### config.mk
export PLATFORM = sky130hd
export DESIGN_NAME = pipe_fifo
export DESIGN_NICKNAME = d
export VERILOG_FILES = /design/src/rtl/pipe_pkg.sv /design/src/rtl/pipe_fifo_mem.sv /design/src/rtl/pipe_fifo.sv
export SDC_FILE = /design/constraint.sdc
export NUM_CORES = 1
export LEC_CHECK = 0
export ABC_AREA = 1
export CAP_MARGIN = 20
export CORE_AREA = 2 2 91 93
export DETAILED_ROUTE_END_ITERATION = 10
export DIE_AREA = 0 0 93 95
export GPL_TIMING_DRIVEN = 0
export PLACE_DENSITY = 0.53
export SLEW_MARGIN = 40
export SYNTH_ARGS = -nofsm -noshare
export SYNTH_HDL_FRONTEND = slang
export SYNTH_SLANG_ARGS = --single-unit
### constraint.sdc
create_clock -name clk -period 5.34 [get_ports clk]
set_input_delay 1.068 -clock clk [delete_from_list [all_inputs] [get_ports clk]]
set_output_delay 1.068 -clock clk [all_outputs]
set_load 0.02 [all_outputs]
### src/rtl/pipe_pkg.sv
// Shared helpers for the pipe_fifo slice.
// Contents:
//   DEF_WIDTH, DEF_DEPTH : default payload width and entry count
//   clog2()              : ceiling log2 of a positive integer
//   ptr_width()          : read/write pointer width for a given depth (at least 1)
//   cnt_width()          : occupancy counter width, which must be able to hold DEPTH itself
package pipe_pkg;

  localparam int unsigned DEF_WIDTH = 8;
  localparam int unsigned DEF_DEPTH = 4;

  function automatic int unsigned clog2(input int unsigned value);
    int unsigned r;
    int unsigned v;
    r = 0;
    v = 1;
    while (v < value) begin
      v = v << 1;
      r = r + 1;
    end
    return r;
  endfunction

  function automatic int unsigned ptr_width(input int unsigned depth);
    return (depth < 2) ? 1 : clog2(depth);
  endfunction

  function automatic int unsigned cnt_width(input int unsigned depth);
    return clog2(depth) + 1;
  endfunction

endpackage

### src/rtl/pipe_fifo_mem.sv
// Storage array for pipe_fifo: one synchronous write port and one asynchronous read port.
// The storage has no reset. Entries are meaningful only while the control logic
// counts them as occupied.
// Ports:
//   clk       : clock
//   wr_en     : write enable
//   wr_addr   : write address
//   wr_data   : write payload
//   rd_addr   : read address
//   rd_data_c : payload at rd_addr (combinational read)
module pipe_fifo_mem
  import pipe_pkg::*;
#(
  parameter int unsigned WIDTH  = DEF_WIDTH,
  parameter int unsigned DEPTH  = DEF_DEPTH,
  parameter int unsigned ADDR_W = ptr_width(DEPTH)
) (
  input  logic              clk,
  input  logic              wr_en,
  input  logic [ADDR_W-1:0] wr_addr,
  input  logic [WIDTH-1:0]  wr_data,
  input  logic [ADDR_W-1:0] rd_addr,
  output logic [WIDTH-1:0]  rd_data_c
);

  logic [WIDTH-1:0] mem [DEPTH];

  // Write port
  always_ff @(posedge clk) begin
    if (wr_en) begin
      mem[wr_addr] <= wr_data;
    end
  end

  // Read port
  assign rd_data_c = mem[rd_addr];

endmodule

### src/rtl/pipe_fifo.sv
// pipe_fifo: valid/ready FIFO with circular storage and registered handshake status.
// Optional feature: when the macro PIPE_FIFO_FLUSH_EN is defined, the module has an
// extra input, flush. A flush empties the FIFO in one cycle and drops any push made
// in that same cycle.
// Ports:
//   clk         : clock; all logic switches on the rising edge
//   rst         : synchronous, active-high reset; it takes priority over flush
//   valid_in    : upstream beat valid
//   data_in     : upstream payload
//   ready_out   : registered; upstream may push
//   valid_out   : the head entry is valid
//   data_out    : head entry payload (0 while the FIFO is empty)
//   ready_in    : downstream ready
//   count       : registered occupancy
//   almost_full : registered; high when count >= AFULL
//   flush       : (only with PIPE_FIFO_FLUSH_EN) synchronous empty request
module pipe_fifo
  import pipe_pkg::*;
#(
  parameter int unsigned WIDTH = DEF_WIDTH,
  parameter int unsigned DEPTH = DEF_DEPTH,
  parameter int unsigned AFULL = DEPTH - 1
) (
  input  logic                          clk,
  input  logic                          rst,
  input  logic                          valid_in,
  input  logic [WIDTH-1:0]              data_in,
  output logic                          ready_out,
  output logic                          valid_out,
  output logic [WIDTH-1:0]              data_out,
  input  logic                          ready_in,
  output logic [cnt_width(DEPTH)-1:0]   count,
  output logic                          almost_full
`ifdef PIPE_FIFO_FLUSH_EN
  ,
  input  logic                          flush
`endif
);

  localparam int unsigned PTR_W = ptr_width(DEPTH);
  localparam int unsigned CNT_W = cnt_width(DEPTH);

  logic [PTR_W-1:0] wr_ptr;
  logic [PTR_W-1:0] rd_ptr;
  logic [CNT_W-1:0] count_next;
  logic [WIDTH-1:0] head_data_c;
  logic             push_c;
  logic             pop_c;
  logic             wr_en_c;
  logic             flush_c;

`ifdef PIPE_FIFO_FLUSH_EN
  assign flush_c = flush;
`else
  assign flush_c = 1'b0;
`endif

  // Transfer qualification and next occupancy.
  // ready_out and valid_out are both registered, so neither handshake depends
  // combinationally on the other side's input.
  always_comb begin
    push_c     = valid_in & ready_out;
    pop_c      = valid_out & ready_in;
    wr_en_c    = push_c & ~rst & ~flush_c;
    count_next = count + CNT_W'(push_c) - CNT_W'(pop_c);
  end

  // Pointer, occupancy and status registers
  always_ff @(posedge clk) begin
    if (rst) begin
      wr_ptr      <= '0;
      rd_ptr      <= '0;
      count       <= '0;
      ready_out   <= 1'b0;
      valid_out   <= 1'b0;
      almost_full <= 1'b0;
    end else if (flush_c) begin
      wr_ptr      <= '0;
      rd_ptr      <= '0;
      count       <= '0;
      ready_out   <= 1'b1;
      valid_out   <= 1'b0;
      almost_full <= 1'b0;
    end else begin
      if (push_c) begin
        wr_ptr <= wr_ptr + PTR_W'(1);
      end
      if (pop_c) begin
        rd_ptr <= rd_ptr + PTR_W'(1);
      end
      count       <= count_next;
      ready_out   <= (count_next < CNT_W'(DEPTH));
      valid_out   <= (count_next != '0);
      almost_full <= (count_next >= CNT_W'(AFULL));
    end
  end

  pipe_fifo_mem #(
    .WIDTH  (WIDTH),
    .DEPTH  (DEPTH),
    .ADDR_W (PTR_W)
  ) u_mem (
    .clk       (clk),
    .wr_en     (wr_en_c),
    .wr_addr   (wr_ptr),
    .wr_data   (data_in),
    .rd_addr   (rd_ptr),
    .rd_data_c (head_data_c)
  );

  // Force the payload to zero while empty. Unoccupied storage, including storage
  // left over from before a reset, is never visible.
  assign data_out = valid_out ? head_data_c : '0;

endmodule

==> summary.md, run 1 <==
| Metric | Value |
|---|---|
| Final setup violation count | 0 |
| Worst EP arrival | 1.90 ns |
| CP endpoint kind | output port |
| CP top delay family | buffers and inverters |
| Grt total ovfl | 0 |
| H-tree levels | 2 |
| Post-cts resize count | 0 |
| IO buf count | 25 |
| Most frequent cells in the layout | 52 x nand2_1, 34 x inv_1, 32 x edfxtp_1, 25 x clkdlybuf4s50_1, 12 x dfxtp_1 |
| CTS root buffer | clkbuf_8 |
| Setup TNS | 0 ns |
| Critical-path cell list | buf_6 -> inv_8 -> buf_12 -> nand2_2 -> nand3_1 -> a21oi_1 -> clkdlybuf4s50_1 |
| Commonest non-fill, non-tap cell in the layout | nand2_1 |
| Worst relative slew slack | 49.6% |
| Hold Crit Class | reg2reg |
| Placed wire-length estimate | 2470 µm |
| Layout cells sized above 1 | 12.2% |
| Critical path's slowest cell | clkdlybuf4s50_1 |
| Clk Latency, worst-skew pair | 0.29 ns |
| Synth cell types | 18 |
| Worst-Margin Slew | 0.753 ns |
| Syn_area_per_cell | 10.2 µm² |
| Final hold vios | 0 |
| ANT nets after route | 0 |
| Final period utilization | 55.5% |
| Nets | 239 |
| Critical path's largest stage delay | 0.63 ns |
| RSZ-0062 raised after global routing | false |
| Setup CP Type | reg2out |
| Vert. Die Dim | 95 µm |
| DRC Markers | 0 |
| Total Power | 0.00103 W |
| F_max | 337 MHz |
| Die Wd | 93 µm |
| Worst VDD drop | 0.000216 V |
| Core area | 7930 µm² |
| First-pass GRT wire length | 5960 µm |
| Post-CTS Setup Inserts | 0 |
| Cts hold-fix bufs | 0 |
| Initial Util | 24.2% |
| MaxCap Viol Count | 0 |
| Worst-path clk slew | 0.08 ns |
| Clock tree sinks | 44 |
| CTS max path bufs | 2 |
| Syn Inst Count | 188 |
| Final Slew Violations | 0 |
| Total CTS buffers | 5 |
| Placer congestion estimate | 0.661 |
| Fin util | 30.4% |
| Synth warnings | 0 |
| Leak | 1.00 nW |
| Vias in the first global route | 1211 |
| # IOs | 26 |
| FF+latch area | 1200 µm² |
| Register bit total from synthesis | 44 |
| Post-Syn Nets | 207 |
| Overall routing resource usage | 9.27% |
| CTS tree | done |
| Run status | completed |
| Dpl cells | 318 |
| Seq/Total Area, Yosys | 62.6% |
| Worst EP required | 4.27 ns |
| DR pass1 iterations | 4 |
| Rows | 33 |
| Routed WL per cell | 11.2 µm |
| Total Routed Length | 3660 µm |
| Final Cell Area | 2410 µm² |
| Via count | 1227 |
| Full die area | 8840 µm² |
| Worst-path maximum fanout | 10 |
| Cell Area, Synth | 1920 µm² |
| Period minus WS final | 2.96 ns |
| Vias per cell | 3.76 |
| Largest net degree at the start of global routing | 14 |
| Worst Path Buf+Inv | 4 |
| Multi-input logic area | 532 µm² |
| Ant diodes | 0 |
| DP Area | 2300 µm² |
| Non-Filler Instances | 326 |
| Fillers | 846 |
| Startpoint Class | flip-flop |
| Initial DRC Count | 67 |
| Clk_skew | 0.00924 ns |
| PwrDens | 428 nW/µm² |
| Area grow syn2layout | 25.4% |
| Initial antenna violation count | 0 |
==> cell families after synthesis <==
kind of cell / synth area share (%)
adder cells (fa/ha/maj): 4.95
flip-flops: 62.6
AO/OA/AOI/OAI: 3.59
AND/OR/NAND/NOR: 18.9
buffers and inverters: 9.97
==> routing by layer <==
metal / GRT usage [%] / up-vias / wire [µm]
met5: 0 / - / 0
met4: 4.41 / 0 / 69
met3: 3.03 / 7 / 227
met2: 14.9 / 30 / 1690
met1: 11.3 / 539 / 1670
li1: - / 651 / -
==> registers in the layout, summed over array words and instances (netlist names), named ones only <==
register     flops
almost_full      1
wr_ptr           2
rd_ptr           2
valid_out        1
count            3
u_mem.mem       32
ready_out        1
==> final cells by class <==
cell class / count / share of cell area [%]
Inverter: 36 / 5.98
Tap cell: 105 / 5.46
Buffer: 4 / 1.98
Multi-Input combinational cell: 104 / 22.1
Sequential cell: 44 / 49.9
Clock buffer: 8 / 4.16
Timing Repair Buffer: 25 / 10.4
==> metrics by stage <==
step                      worst slack [ns]  hold WS, ns
final                                 2.38        0.533
after global routing                  2.27        0.574
after CTS                             2.31        0.538
after detailed placement              2.25        0.525
after global placement                2.24        0.514
after floorplan                       2.90        0.490
==> cell usage after synthesis <==
| cell | n | area share [%] |
|---|---|---|
| inv_8 | 1 | 0.59 |
| o21ai_0 | 2 | 0.52 |
| ha_1 | 6 | 3.9 |
| inv_1 | 34 | 6.6 |
| nor2_1 | 11 | 2.2 |
| nand3_1 | 10 | 2.6 |
| buf_12 | 1 | 1.0 |
| buf_2 | 1 | 0.26 |
| a21oi_1 | 10 | 2.6 |
| buf_6 | 2 | 1.2 |
| fa_1 | 1 | 1.0 |
| nand2_1 | 52 | 10 |
| nand2_2 | 9 | 2.9 |
| clkinv_2 | 1 | 0.26 |
| a21oi_2 | 1 | 0.46 |
| dfxtp_1 | 12 | 13 |
| nand3_2 | 2 | 1.0 |
| edfxtp_1 | 32 | 50 |
==> final timing paths <==
kind            endpoint  cells past startpoint  slack, ns      start
max          data_out[2]                      7       2.38  flip-flop
min            wr_ptr[1]                      2       0.53  wr_ptr[1]
max reg2reg    valid_out                      9       3.43  ready_out
min reg2reg    wr_ptr[1]                      2       0.53  wr_ptr[1]
==> power breakdown <==
part	internal (W)	total, W	leakage (nW)	switching [W]
sequential	0.000405	0.000426	0.387	0.0000216
clock	0.000118	0.000223	0.0515	0.000105
combinational	0.000160	0.000381	0.562	0.000221
==> worst reg2reg max path: cells and delay by family (launching register included) <==
family | cells | cell delay (ns)
fa+ha+maj | 3 | 0.96
buf+inv | 2 | 0.08
simple gates | 4 | 0.46
flops | 1 | 0.37
Power figures use the tool's default switching activity.
==> run 2: changes to the inputs <==
PLACE_DENSITY = 0.54   (was 0.53)
clock period = 2.45 ns   (was 5.34 ns; I/O delays follow)
==> summary.md, run 2 (synthesized netlist as in run 1, its figures left out) <==
| Metric | Value |
|---|---|
| Run status | completed |
| Comb pwr share | 37.6% |
| Final Slew Violations | 0 |
| Total Routed Length | 3570 µm |
| CTS tree | done |
| Post-CTS Setup Inserts | 0 |
| PwrDens | 902 nW/µm² |
| DRC Markers | 0 |
| Area grow syn2layout | 25.0% |
| DR pass1 iterations | 4 |
| # IOs | 26 |
| P_int | 0.00142 W |
| DP Area | 2300 µm² |
| MaxCap Viol Count | 0 |
| CTS root buffer | clkbuf_8 |
| Overall routing resource usage | 8.61% |
| CTS max path bufs | 2 |
| Clock power share | 19.6% |
| Seq pwr share | 42.8% |
| Rows | 33 |
| IO buf count | 25 |
| Initial Util | 24.2% |
| Routed WL per cell | 10.9 µm |
| Worst EP arrival | 1.83 ns |
| Core area | 7930 µm² |
| Initial antenna violation count | 0 |
| Final setup violation count | 0 |
| Startpoint Class | flip-flop |
| NetSw | 0.000743 W |
| Largest net degree at the start of global routing | 14 |
| Worst-path clk slew | 0.07 ns |
| Largest registers | u_mem.mem (32), count (3) |
| Hold Crit Class | reg2reg |
| Worst EP required | 1.96 ns |
| RSZ-0062 raised after global routing | false |
| Worst-path maximum fanout | 10 |
| Final hold vios | 0 |
| Worst VDD drop | 0.000563 V |
| H-tree levels | 2 |
| Vias per cell | 3.74 |
| Worst-Margin Slew | 0.755 ns |
| F_max | 431 MHz |
| Clock tree sinks | 44 |
| Die Wd | 93 µm |
| Final Cell Area | 2400 µm² |
| Placed wire-length estimate | 2440 µm |
| CP endpoint kind | output port |
| Worst relative slew slack | 49.5% |
| Critical-path cell list | buf_6 -> inv_8 -> buf_12 -> nand2_1 -> nand2_1 -> nand2_1 -> a21oi_2 -> clkdlybuf4s50_1 |
| Critical path's slowest cell | clkdlybuf4s50_1 |
| Largest register FFs | 32 |
| Vert. Die Dim | 95 µm |
| Most frequent cells in the layout | 52 x nand2_1, 34 x inv_1, 32 x edfxtp_1, 20 x clkdlybuf4s50_1, 12 x dfxtp_1 |
| Period minus WS final | 2.32 ns |
| Layout cells sized above 1 | 11.8% |
| Nets | 239 |
| Ant diodes | 0 |
| Via count | 1220 |
| Vias in the first global route | 1148 |
| Biggest register | u_mem.mem |
| Net Sw Frac | 34.3% |
| Leak | 1.06 nW |
| Grt total ovfl | 0 |
| Critical path's largest stage delay | 0.61 ns |
| Clk_skew | 0.00697 ns |
| Full die area | 8840 µm² |
| ANT nets after route | 0 |
| Clk Latency, worst-skew pair | 0.29 ns |
| Total CTS buffers | 5 |
| Placement Setup Slack | -0.100 ns |
| Commonest non-fill, non-tap cell in the layout | nand2_1 |
| Final WS setup | 0.130 ns |
| Final period utilization | 94.7% |
| CP most frequent cell | nand2_1 |
| Placer congestion estimate | 0.709 |
| Initial DRC Count | 77 |
| Setup CP Type | reg2out |
| First-pass GRT wire length | 5710 µm |
run 2: cell type report:
class                   count  area [µm²]
plain buffers               4        47.5
clock buffers               7        76.3
clock inverters             1        5.00
fillers                   841        5530
inverters                  36         144
multi-input cells         104         532
flip-flops and latches     44        1200
well taps                 105         131
repair buffers             25         263
run 2: stage by stage:
step	TNS [ns]	cells	power [W]	hold WS [ns]	utilization [%]
final	0	326	0.00216	0.527	30.3
after global routing	0	326	0.00233	0.572	30.3
after global placement	-0.113	318	0.00177	0.512	29.0
after floorplan	0	188	0.00145	0.490	-
after CTS	0	326	0.00221	0.538	30.1
after detailed placement	-0.193	318	0.00177	0.523	29.0
run 2: routing by layer:
metal  global-route usage, %  up-vias  part of all wire (%)
met5                       0        -                     0
met4                    1.84        0                     0
met3                    3.19        0                   4.8
met2                    14.3       22                    50
met1                    10.8      548                    46
li1                        -      650                     -
run 2: critical path, delay by kind of cell (launching register included):
family / cells / cell delay (ns)
AO/OA/AOI/OAI: 1 / 0.11
buffers and inverters: 4 / 0.97
flip-flops: 1 / 0.31
AND/OR/NAND/NOR: 3 / 0.15
run 2: path summary, 6_finish.rpt:
kind / from / endpoint / slack (ns) / depth (start not counted)
max: flip-flop / data_out[5] / 0.13 / 8
min: wr_ptr[1] / wr_ptr[1] / 0.53 / 2
max reg2reg: ready_out / almost_full / 0.52 / 9
min reg2reg: wr_ptr[1] / wr_ptr[1] / 0.53 / 2
run 2: what timing repair did:
action | in CTS | in global routing
gates resized for setup | 0 | 5
setup endpoints to repair | 0 | 5
hold buffers | 0 | 0
run 2: power by group through the flow:
stage | Sequential (W) | Clock, W | Combinational, W
2_1_floorplan | 0.000992 | 0 | 0.000454
3_3_place_gp | 0.000942 | 0 | 0.000825
3_5_place_dp | 0.000941 | 0 | 0.000831
4_1_cts | 0.000926 | 0.000444 | 0.000838
5_1_grt | 0.000935 | 0.000476 | 0.000922
6_report | 0.000926 | 0.000424 | 0.000815
